--- src/rtl/set_assoc_dcache.sv ---
// set_assoc_dcache: set-associative, write-back / write-allocate data cache, one request at a time.
// Ports: clk, resetn (async active-low); dreq/dresp = CPU side (addr_ok accept, data_ok one cycle later);
//        creq/cresp = memory side, line bursts of WORDS_PER_LINE beats advanced by cresp.ready, ended by cresp.last.

typedef struct packed {
  logic        valid;
  logic [31:0] addr;
  logic [2:0]  size;
  logic [3:0]  strobe;
  logic [31:0] data;
} dbus_req_t;

typedef struct packed {
  logic        addr_ok;
  logic        data_ok;
  logic [31:0] data;
} dbus_resp_t;

typedef struct packed {
  logic        valid;
  logic        is_write;
  logic [2:0]  size;
  logic [31:0] addr;
  logic [3:0]  strobe;
  logic [31:0] data;
  logic [3:0]  len;
} cbus_req_t;

typedef struct packed {
  logic        ready;
  logic        last;
  logic [31:0] data;
} cbus_resp_t;

module set_assoc_dcache #(
  parameter int NUM_SETS       = 4,
  parameter int NUM_WAYS       = 2,
  parameter int WORDS_PER_LINE = 4
) (
  input  logic       clk,
  input  logic       resetn,
  input  dbus_req_t  dreq,
  output dbus_resp_t dresp,
  output cbus_req_t  creq,
  input  cbus_resp_t cresp
);

  localparam int OFS_W = $clog2(WORDS_PER_LINE);
  localparam int IDX_W = $clog2(NUM_SETS);
  localparam int WAY_W = (NUM_WAYS > 1) ? $clog2(NUM_WAYS) : 1;
  localparam int TAG_W = 32 - 2 - OFS_W - IDX_W;

  // len is encoded as beats-1
  localparam logic [3:0]       BURST_LEN = 4'(WORDS_PER_LINE - 1);
  localparam logic [WAY_W-1:0] LAST_WAY  = WAY_W'(NUM_WAYS - 1);
  localparam logic [2:0]       SIZE_WORD = 3'b010;

  typedef enum logic [1:0] {
    IDLE,
    WRITEBACK,
    REFILL,
    RESPOND
  } state_t;

  state_t state_q, state_d;

  // line state and storage
  logic             valid_q [NUM_SETS][NUM_WAYS];
  logic             dirty_q [NUM_SETS][NUM_WAYS];
  logic [TAG_W-1:0] tag_q   [NUM_SETS][NUM_WAYS];
  logic [31:0]      data_q  [NUM_SETS][NUM_WAYS][WORDS_PER_LINE];
  logic [WAY_W-1:0] ptr_q   [NUM_SETS];

  // miss context, captured when the miss is detected
  logic [IDX_W-1:0] miss_idx_q;
  logic [TAG_W-1:0] miss_tag_q;
  logic [WAY_W-1:0] way_q;
  logic [OFS_W-1:0] cnt_q;
  logic [31:0]      rdata_q;

  // request address decode
  logic [OFS_W-1:0] req_ofs;
  logic [IDX_W-1:0] req_idx;
  logic [TAG_W-1:0] req_tag;
  logic             req_wr;

  assign req_ofs = dreq.addr[2 +: OFS_W];
  assign req_idx = dreq.addr[2 + OFS_W +: IDX_W];
  assign req_tag = dreq.addr[31 -: TAG_W];
  assign req_wr  = |dreq.strobe;

  // size and the byte offset are irrelevant to word/line-granular storage
  logic unused_req_bits;
  assign unused_req_bits = ^{dreq.size, dreq.addr[1:0]};

  // hit detection
  logic             hit;
  logic [WAY_W-1:0] hit_way;

  always_comb begin
    hit     = 1'b0;
    hit_way = '0;
    for (int w = 0; w < NUM_WAYS; w++) begin
      if (valid_q[req_idx][w] && (tag_q[req_idx][w] == req_tag)) begin
        hit     = 1'b1;
        hit_way = WAY_W'(w);
      end
    end
  end

  // victim: lowest invalid way wins (scan downward so the last hit is the lowest), else the set pointer
  logic [WAY_W-1:0] victim;

  always_comb begin
    victim = ptr_q[req_idx];
    for (int w = NUM_WAYS - 1; w >= 0; w--) begin
      if (!valid_q[req_idx][w]) begin
        victim = WAY_W'(w);
      end
    end
  end

  logic [WAY_W-1:0] ptr_next;
  assign ptr_next = (ptr_q[miss_idx_q] == LAST_WAY) ? '0 : ptr_q[miss_idx_q] + 1'b1;

  // FSM control strobes
  logic accept;
  logic miss_go;
  logic wb_beat;
  logic wb_done;
  logic rf_beat;
  logic rf_done;

  always_ff @(posedge clk or negedge resetn) begin
    if (!resetn) begin
      state_q <= IDLE;
    end else begin
      state_q <= state_d;
    end
  end

  always_comb begin
    state_d = state_q;
    dresp   = '0;
    creq    = '0;
    accept  = 1'b0;
    miss_go = 1'b0;
    wb_beat = 1'b0;
    wb_done = 1'b0;
    rf_beat = 1'b0;
    rf_done = 1'b0;

    case (state_q)
      IDLE: begin
        if (dreq.valid) begin
          if (hit) begin
            dresp.addr_ok = 1'b1;
            accept        = 1'b1;
            state_d       = RESPOND;
          end else begin
            miss_go = 1'b1;
            state_d = (valid_q[req_idx][victim] && dirty_q[req_idx][victim]) ? WRITEBACK : REFILL;
          end
        end
      end

      WRITEBACK: begin
        creq.valid    = 1'b1;
        creq.is_write = 1'b1;
        creq.size     = SIZE_WORD;
        creq.addr     = {tag_q[miss_idx_q][way_q], miss_idx_q, {(OFS_W + 2){1'b0}}};
        creq.strobe   = 4'hF;
        creq.data     = data_q[miss_idx_q][way_q][cnt_q];
        creq.len      = BURST_LEN;
        if (cresp.ready) begin
          wb_beat = 1'b1;
          if (cresp.last) begin
            wb_done = 1'b1;
            state_d = REFILL;
          end
        end
      end

      REFILL: begin
        creq.valid    = 1'b1;
        creq.is_write = 1'b0;
        creq.size     = SIZE_WORD;
        creq.addr     = {miss_tag_q, miss_idx_q, {(OFS_W + 2){1'b0}}};
        creq.strobe   = 4'h0;
        creq.len      = BURST_LEN;
        if (cresp.ready) begin
          rf_beat = 1'b1;
          if (cresp.last) begin
            rf_done = 1'b1;
            state_d = IDLE;
          end
        end
      end

      RESPOND: begin
        dresp.data_ok = 1'b1;
        dresp.data    = rdata_q;
        state_d       = IDLE;
      end

      default: state_d = IDLE;
    endcase
  end

  // Control state: valid/dirty/pointers and miss context.
  // The victim is invalidated as soon as it is chosen: its tag and data stay readable for the
  // write-back, and a line that is mid-refill must never look valid.
  always_ff @(posedge clk or negedge resetn) begin
    if (!resetn) begin
      cnt_q      <= '0;
      miss_idx_q <= '0;
      miss_tag_q <= '0;
      way_q      <= '0;
      for (int s = 0; s < NUM_SETS; s++) begin
        ptr_q[s] <= '0;
        for (int w = 0; w < NUM_WAYS; w++) begin
          valid_q[s][w] <= 1'b0;
          dirty_q[s][w] <= 1'b0;
        end
      end
    end else begin
      if (miss_go) begin
        miss_idx_q               <= req_idx;
        miss_tag_q               <= req_tag;
        way_q                    <= victim;
        cnt_q                    <= '0;
        valid_q[req_idx][victim] <= 1'b0;
      end

      if (accept && req_wr) begin
        dirty_q[req_idx][hit_way] <= 1'b1;
      end

      // last ends the burst even if the counter has not wrapped
      if (wb_done || rf_done) begin
        cnt_q <= '0;
      end else if (wb_beat || rf_beat) begin
        cnt_q <= cnt_q + 1'b1;
      end

      if (wb_done) begin
        dirty_q[miss_idx_q][way_q] <= 1'b0;
      end

      if (rf_done) begin
        valid_q[miss_idx_q][way_q] <= 1'b1;
        dirty_q[miss_idx_q][way_q] <= 1'b0;
        ptr_q[miss_idx_q]          <= ptr_next;
      end
    end
  end

  // Tag/data storage carries no reset; valid bits alone decide whether contents are meaningful.
  always_ff @(posedge clk) begin
    if (accept) begin
      rdata_q <= data_q[req_idx][hit_way][req_ofs];
      for (int b = 0; b < 4; b++) begin
        if (dreq.strobe[b]) begin
          data_q[req_idx][hit_way][req_ofs][8*b +: 8] <= dreq.data[8*b +: 8];
        end
      end
    end

    if (rf_beat) begin
      data_q[miss_idx_q][way_q][cnt_q] <= cresp.data;
    end

    if (rf_done) begin
      tag_q[miss_idx_q][way_q] <= miss_tag_q;
    end
  end

endmodule
--- config.mk ---
export PLATFORM = sky130hd
export DESIGN_NAME = set_assoc_dcache
export DESIGN_NICKNAME = d
export VERILOG_FILES = /design/src/rtl/set_assoc_dcache.sv
export SDC_FILE = /design/constraint.sdc
export NUM_CORES = 2
export LEC_CHECK = 0
export ABC_AREA = 1
export BUFFER_PORTS_ARGS = -buffer_cell sky130_fd_sc_hd__buf_2
export CAP_MARGIN = 10
export CORE_ASPECT_RATIO = 1.5
export CORE_MARGIN = 2
export CORE_UTILIZATION = 50
export CTS_BUF_LIST = sky130_fd_sc_hd__clkbuf_4 sky130_fd_sc_hd__clkbuf_8 sky130_fd_sc_hd__clkbuf_16
export CTS_CLUSTER_SIZE = 25
export DETAILED_ROUTE_END_ITERATION = 10
export PLACE_DENSITY = 0.67
export SLEW_MARGIN = 25
export SYNTH_ARGS = -nofsm -noshare
export SYNTH_HDL_FRONTEND = slang
export SYNTH_SLANG_ARGS = --single-unit
export TNS_END_PERCENT = 5
--- constraint.sdc ---
create_clock -name clk -period 4.75 [get_ports clk]
set_input_delay 0.95 -clock clk [delete_from_list [all_inputs] [get_ports clk]]
set_output_delay 0.95 -clock clk [all_outputs]
set_load 0.01 [all_outputs]
==> summary by stage <==
Detailed routing
The first routing iteration left 7,186 violations. Summing over every cut layer, the via total after detailed routing is around 51,000. The count of antenna-violating nets left after detailed routing is 0. Wires add up to ~230 mm. Using the TritonRoute via totals, the vias-per-cell ratio works out to roughly 6.6.

In the routed design, unresolved DRC markers number 0. The average wire length per cell after detail routing is around 29 µm. For this run, the detailed router's first-pass iteration total came to 8.

Die
In this run the vertical extent of the chip is ~430 µm. The boundary pin count is between 200 and 250. The width of the die is slightly below 300 µm. The row count is around 160. The area inside the core boundary is around 0.12 mm².

The overall die area is roughly 0.13 mm². The initial utilization of the core area, before any placement, comes to 0.5041.

Critical path
The largest stage delay on the critical path is approximately 0.52 ns. The start point of the critical path is miss_idx_q[1]$_DFFE_PN0N_. The sort of element at the start of the critical path is a flop.

Data on the critical path is required at its endpoint by 3.80 ns. The worst setup path is of the reg -> out kind. The slowest stage of the critical path is the sky130_fd_sc_hd__a31oi_1 cell. Along the worst path, the maximum fanout reaches between 40 and 50.

The kind of end point of the critical path is a primary output. In this run the critical register-to-register path is launched from cnt_q[1]$_DFFE_PN0P_. At the worst endpoint, the arrival time is roughly 3.8 ns. Walking the worst path, the cells encountered are nor2_4 -> buf_8 -> a221oi_1 -> a21oi_1 -> o21ai_0 -> nand3_1 -> nand2_1 -> a31oi_1 -> buf_2.

STA
The clock period could shrink to roughly 4.7 ns. The headroom to the max-slew limit is 0.2720. Clock skew on the completed layout was measured at around 0.05 ns. Setup repair after global routing could not meet its margin everywhere. The hold violation count in the final report was 0.

Setup violations remaining at the end of the flow were counted as 0. The fmax is around 0.21 GHz. The slew at the pin closest to its max-slew limit is 1.082 ns.

The share of the clock period used by the worst path after layout is 0.9936. Setup slack on the critical path of the routed design comes to about 0.03 ns. The max-slew violation count is 0. Hold is met by 0.2823 ns.

Placement
OpenSTA, run right after detailed placement, puts the worst setup slack at 0.3815 ns. Once placement finished, the instance area stood at roughly 0.066 mm². After legalization and detailed placement, the total HPWL measured between 100 and 150 mm. At the end of routability-driven placement, the weighted congestion stood at roughly 1. The count of buffers added on input and output ports is around 200.

Clocking
The cell sitting at the root of the clock tree is a sky130_fd_sc_hd__clkbuf_16. The number of clock buffers added by TritonCTS is between 100 and 150. The latest clock arrival within the worst-skew pair is slightly below 0.8 ns. Clock-pin slew was measured on the worst setup and hold paths at around 0.060 ns. The CTS tree is built. The clock net sink count is 1,317. The post-CTS setup buffer count is 0. The depth of the CTS H-tree is 4. The clock passes through at most 3 buffers.

Pwr
The design draws approximately 39,000 µW. For this design the static power due to leakage is around 0.027 µW. Across the VDD grid, the largest voltage drop is 644.9 µV. In this run the power density over the cells is about 560 mW/mm².

Layout
The ratio of cells with drive above 1 in the final layout is 0.1357. The final core utilization is 0.5772. The fill cell instance count of the final layout is 10,006.

In the final layout, flip-flops and latches occupy a little under 0.04 mm². The area growth from synthesis to layout is 14.50%. At the end of the flow, the number of nets in the layout was between 6,000 and 7,000.

Summing all non-filler instances in the final layout gives an area of 0.07052 mm². The multi-input logic area is ~0.019 mm².

GRT
For this run the aggregate overflow at the end of global routing stands at 0. The global-route wire length before repair is around 320 mm. The pin count of the biggest net entering global routing is about 140.

The initial antenna violation count is 17. The number of global-route vias before repair was around 50,000. In the global route stage, overall resource usage came out at 0.3511.

Synthesis
Of the synthesized area, sequential elements account for 0.6378. Yosys mapped the design onto 40 distinct sky130hd cell types. The number of warnings reported in the yosys synthesis log is 0.

The average instance area after synthesis is roughly 11 µm². The cell count after synthesis is between 5,000 and 6,000. After synthesis the cells add up to around 0.06 mm². The flop and latch count out of synthesis is around 1,300.

Hold path
The type of the most critical hold path is in -> async.

Status
The run finished with clean final reports.

Job
The number of max-cap violations is 0.
critical path: cells and delay by family (launching register included):
family / cells / cell delay [ns]
AND/OR/NAND/NOR: 3 / 0.64
buffers and inverters: 2 / 0.69
flip-flops: 1 / 0.50
AO/OA/AOI/OAI: 4 / 1.10
cells in the mapped netlist:
library cell | n | share of area
sky130_fd_sc_hd__nand4_1 | 54 | 0.0055
sky130_fd_sc_hd__o21ai_1 | 33 | 0.0027
sky130_fd_sc_hd__nand3_2 | 4 | 0.00065
sky130_fd_sc_hd__or2_2 | 4 | 0.00041
sky130_fd_sc_hd__nand3_1 | 219 | 0.018
sky130_fd_sc_hd__nor4_1 | 1 | 0.00010
sky130_fd_sc_hd__a221oi_1 | 288 | 0.041
sky130_fd_sc_hd__nand2_4 | 2 | 0.00037
sky130_fd_sc_hd__o22ai_1 | 352 | 0.036
sky130_fd_sc_hd__a22o_1 | 5 | 0.00071
sky130_fd_sc_hd__a22oi_1 | 268 | 0.033
sky130_fd_sc_hd__nor2_1 | 340 | 0.021
sky130_fd_sc_hd__o2111ai_1 | 36 | 0.0051
sky130_fd_sc_hd__buf_1 | 52 | 0.0032
sky130_fd_sc_hd__inv_1 | 574 | 0.035
sky130_fd_sc_hd__buf_4 | 24 | 0.0029
sky130_fd_sc_hd__nand2_2 | 2 | 0.00020
sky130_fd_sc_hd__nor3_1 | 2 | 0.00016
sky130_fd_sc_hd__o211ai_1 | 14 | 0.0017
sky130_fd_sc_hd__o31ai_1 | 1 | 0.00012
sky130_fd_sc_hd__clkinv_1 | 6 | 0.00037
sky130_fd_sc_hd__ha_1 | 9 | 0.0018
sky130_fd_sc_hd__o311ai_0 | 3 | 0.00043
sky130_fd_sc_hd__a31oi_1 | 41 | 0.0042
sky130_fd_sc_hd__nand2_1 | 1264 | 0.077
sky130_fd_sc_hd__buf_2 | 31 | 0.0025
sky130_fd_sc_hd__inv_2 | 8 | 0.00049
sky130_fd_sc_hd__nor2_4 | 4 | 0.00073
sky130_fd_sc_hd__o2bb2ai_1 | 4 | 0.00057
sky130_fd_sc_hd__buf_6 | 8 | 0.0015
sky130_fd_sc_hd__a21oi_1 | 188 | 0.015
sky130_fd_sc_hd__o221ai_1 | 55 | 0.0078
sky130_fd_sc_hd__nor2_2 | 3 | 0.00030
sky130_fd_sc_hd__o21ai_0 | 286 | 0.023
sky130_fd_sc_hd__clkbuf_1 | 310 | 0.019
sky130_fd_sc_hd__nand3b_1 | 2 | 0.00024
sky130_fd_sc_hd__and2_1 | 1 | 0.00010
sky130_fd_sc_hd__conb_1 | 1 | 0.000061
sky130_fd_sc_hd__dfrtp_1 | 53 | 0.022
sky130_fd_sc_hd__edfxtp_1 | 1264 | 0.62
what timing repair did:
item	in CTS	in global routing
setup endpoints to repair	12	15
resized for setup	5	12
endpoints found under the hold margin	0	0
gates cloned	0	0
pin swaps	0	2
hold buffers	0	0
where the power goes:
part | total (µW) | internal, µW | switching, µW
Clock | 10500 | 5860 | 4610
Combinational | 13000 | 3460 | 9500
Sequential | 16000 | 15200 | 731
Total | 39400 | 24500 | 14800
metrics by stage:
stage,cells,TNS (ns)
after floorplan,5823,0
after global placement,7560,0
after detailed placement,7560,0
after CTS,7789,0
after global routing,7789,-0.02812
final,7795,0
cell type report:
type	instances	share of cell area
flip-flops and latches	1317	0.5572
clock inverters	78	0.01167
well taps	1590	0.02821
multi-input cells	3493	0.2627
repair buffers	572	0.05912
diodes	6	0.0002129
clock buffers	151	0.04888
inverters	588	0.03199
final timing paths:
path	to	slack, ns	depth (start not counted)
setup / recovery	creq[15]	0.03	9
hold / removal	miss_tag_q[24]$_DFFE_PN0N_	0.28	1
setup reg to reg	data_q[2][102]$_DFFE_PP_	0.79	12
hold reg to reg	valid_q[5]$_DFF_PN0_	0.50	2
max in group asynchronous	miss_tag_q[12]$_DFFE_PN0N_	3.52	2
min in group clk	miss_tag_q[3]$_DFFE_PN0N_	0.48	3
registers in the layout, indices dropped and copies added, names as in the netlist, 2 cells and up:
register    count
data_q       1024
cnt_q           2
tag_q         208
miss_tag_q     26
ptr_q           4
state_q         2
miss_idx_q      2
dirty_q         8
valid_q         8
rdata_q        32
logic make-up after synthesis:
logic type	count (synthesis)	synth area share
fa+ha+maj	9	0.001828
other cells	1	0.00006088
simple gates	1902	0.1243
buf+inv	1013	0.06480
compound gates	1574	0.1712
flops	1317	0.6378
routing by layer:
metal	vias to the layer above	part of all wire	global-route usage
met5	-	0.00063	0
met4	22	0.083	0.2563
li1	21855	-	-
met2	3753	0.47	0.5694
met1	24511	0.33	0.4149
met3	933	0.12	0.07596
placed cells by master, fill, tap and decap left out, types with 17 or more instances in the layout:
master / instances
sky130_fd_sc_hd__edfxtp_1: 1264
sky130_fd_sc_hd__nand2_1: 1255
sky130_fd_sc_hd__inv_1: 569
sky130_fd_sc_hd__o22ai_1: 352
sky130_fd_sc_hd__buf_4: 336
sky130_fd_sc_hd__nor2_1: 328
sky130_fd_sc_hd__a221oi_1: 288
sky130_fd_sc_hd__o21ai_0: 285
sky130_fd_sc_hd__a22oi_1: 268
sky130_fd_sc_hd__nand3_1: 219
sky130_fd_sc_hd__buf_2: 204
sky130_fd_sc_hd__a21oi_1: 188
sky130_fd_sc_hd__clkbuf_16: 131
sky130_fd_sc_hd__o221ai_1: 55
sky130_fd_sc_hd__nand4_1: 54
sky130_fd_sc_hd__dfrtp_1: 50
sky130_fd_sc_hd__a31oi_1: 39
sky130_fd_sc_hd__o2111ai_1: 36
sky130_fd_sc_hd__o21ai_1: 34
sky130_fd_sc_hd__buf_12: 28
sky130_fd_sc_hd__clkinv_1: 25
sky130_fd_sc_hd__clkinv_2: 23
sky130_fd_sc_hd__nor2_4: 17
sky130_fd_sc_hd__clkbuf_4: 17
(Power assumes the default switching activity.)
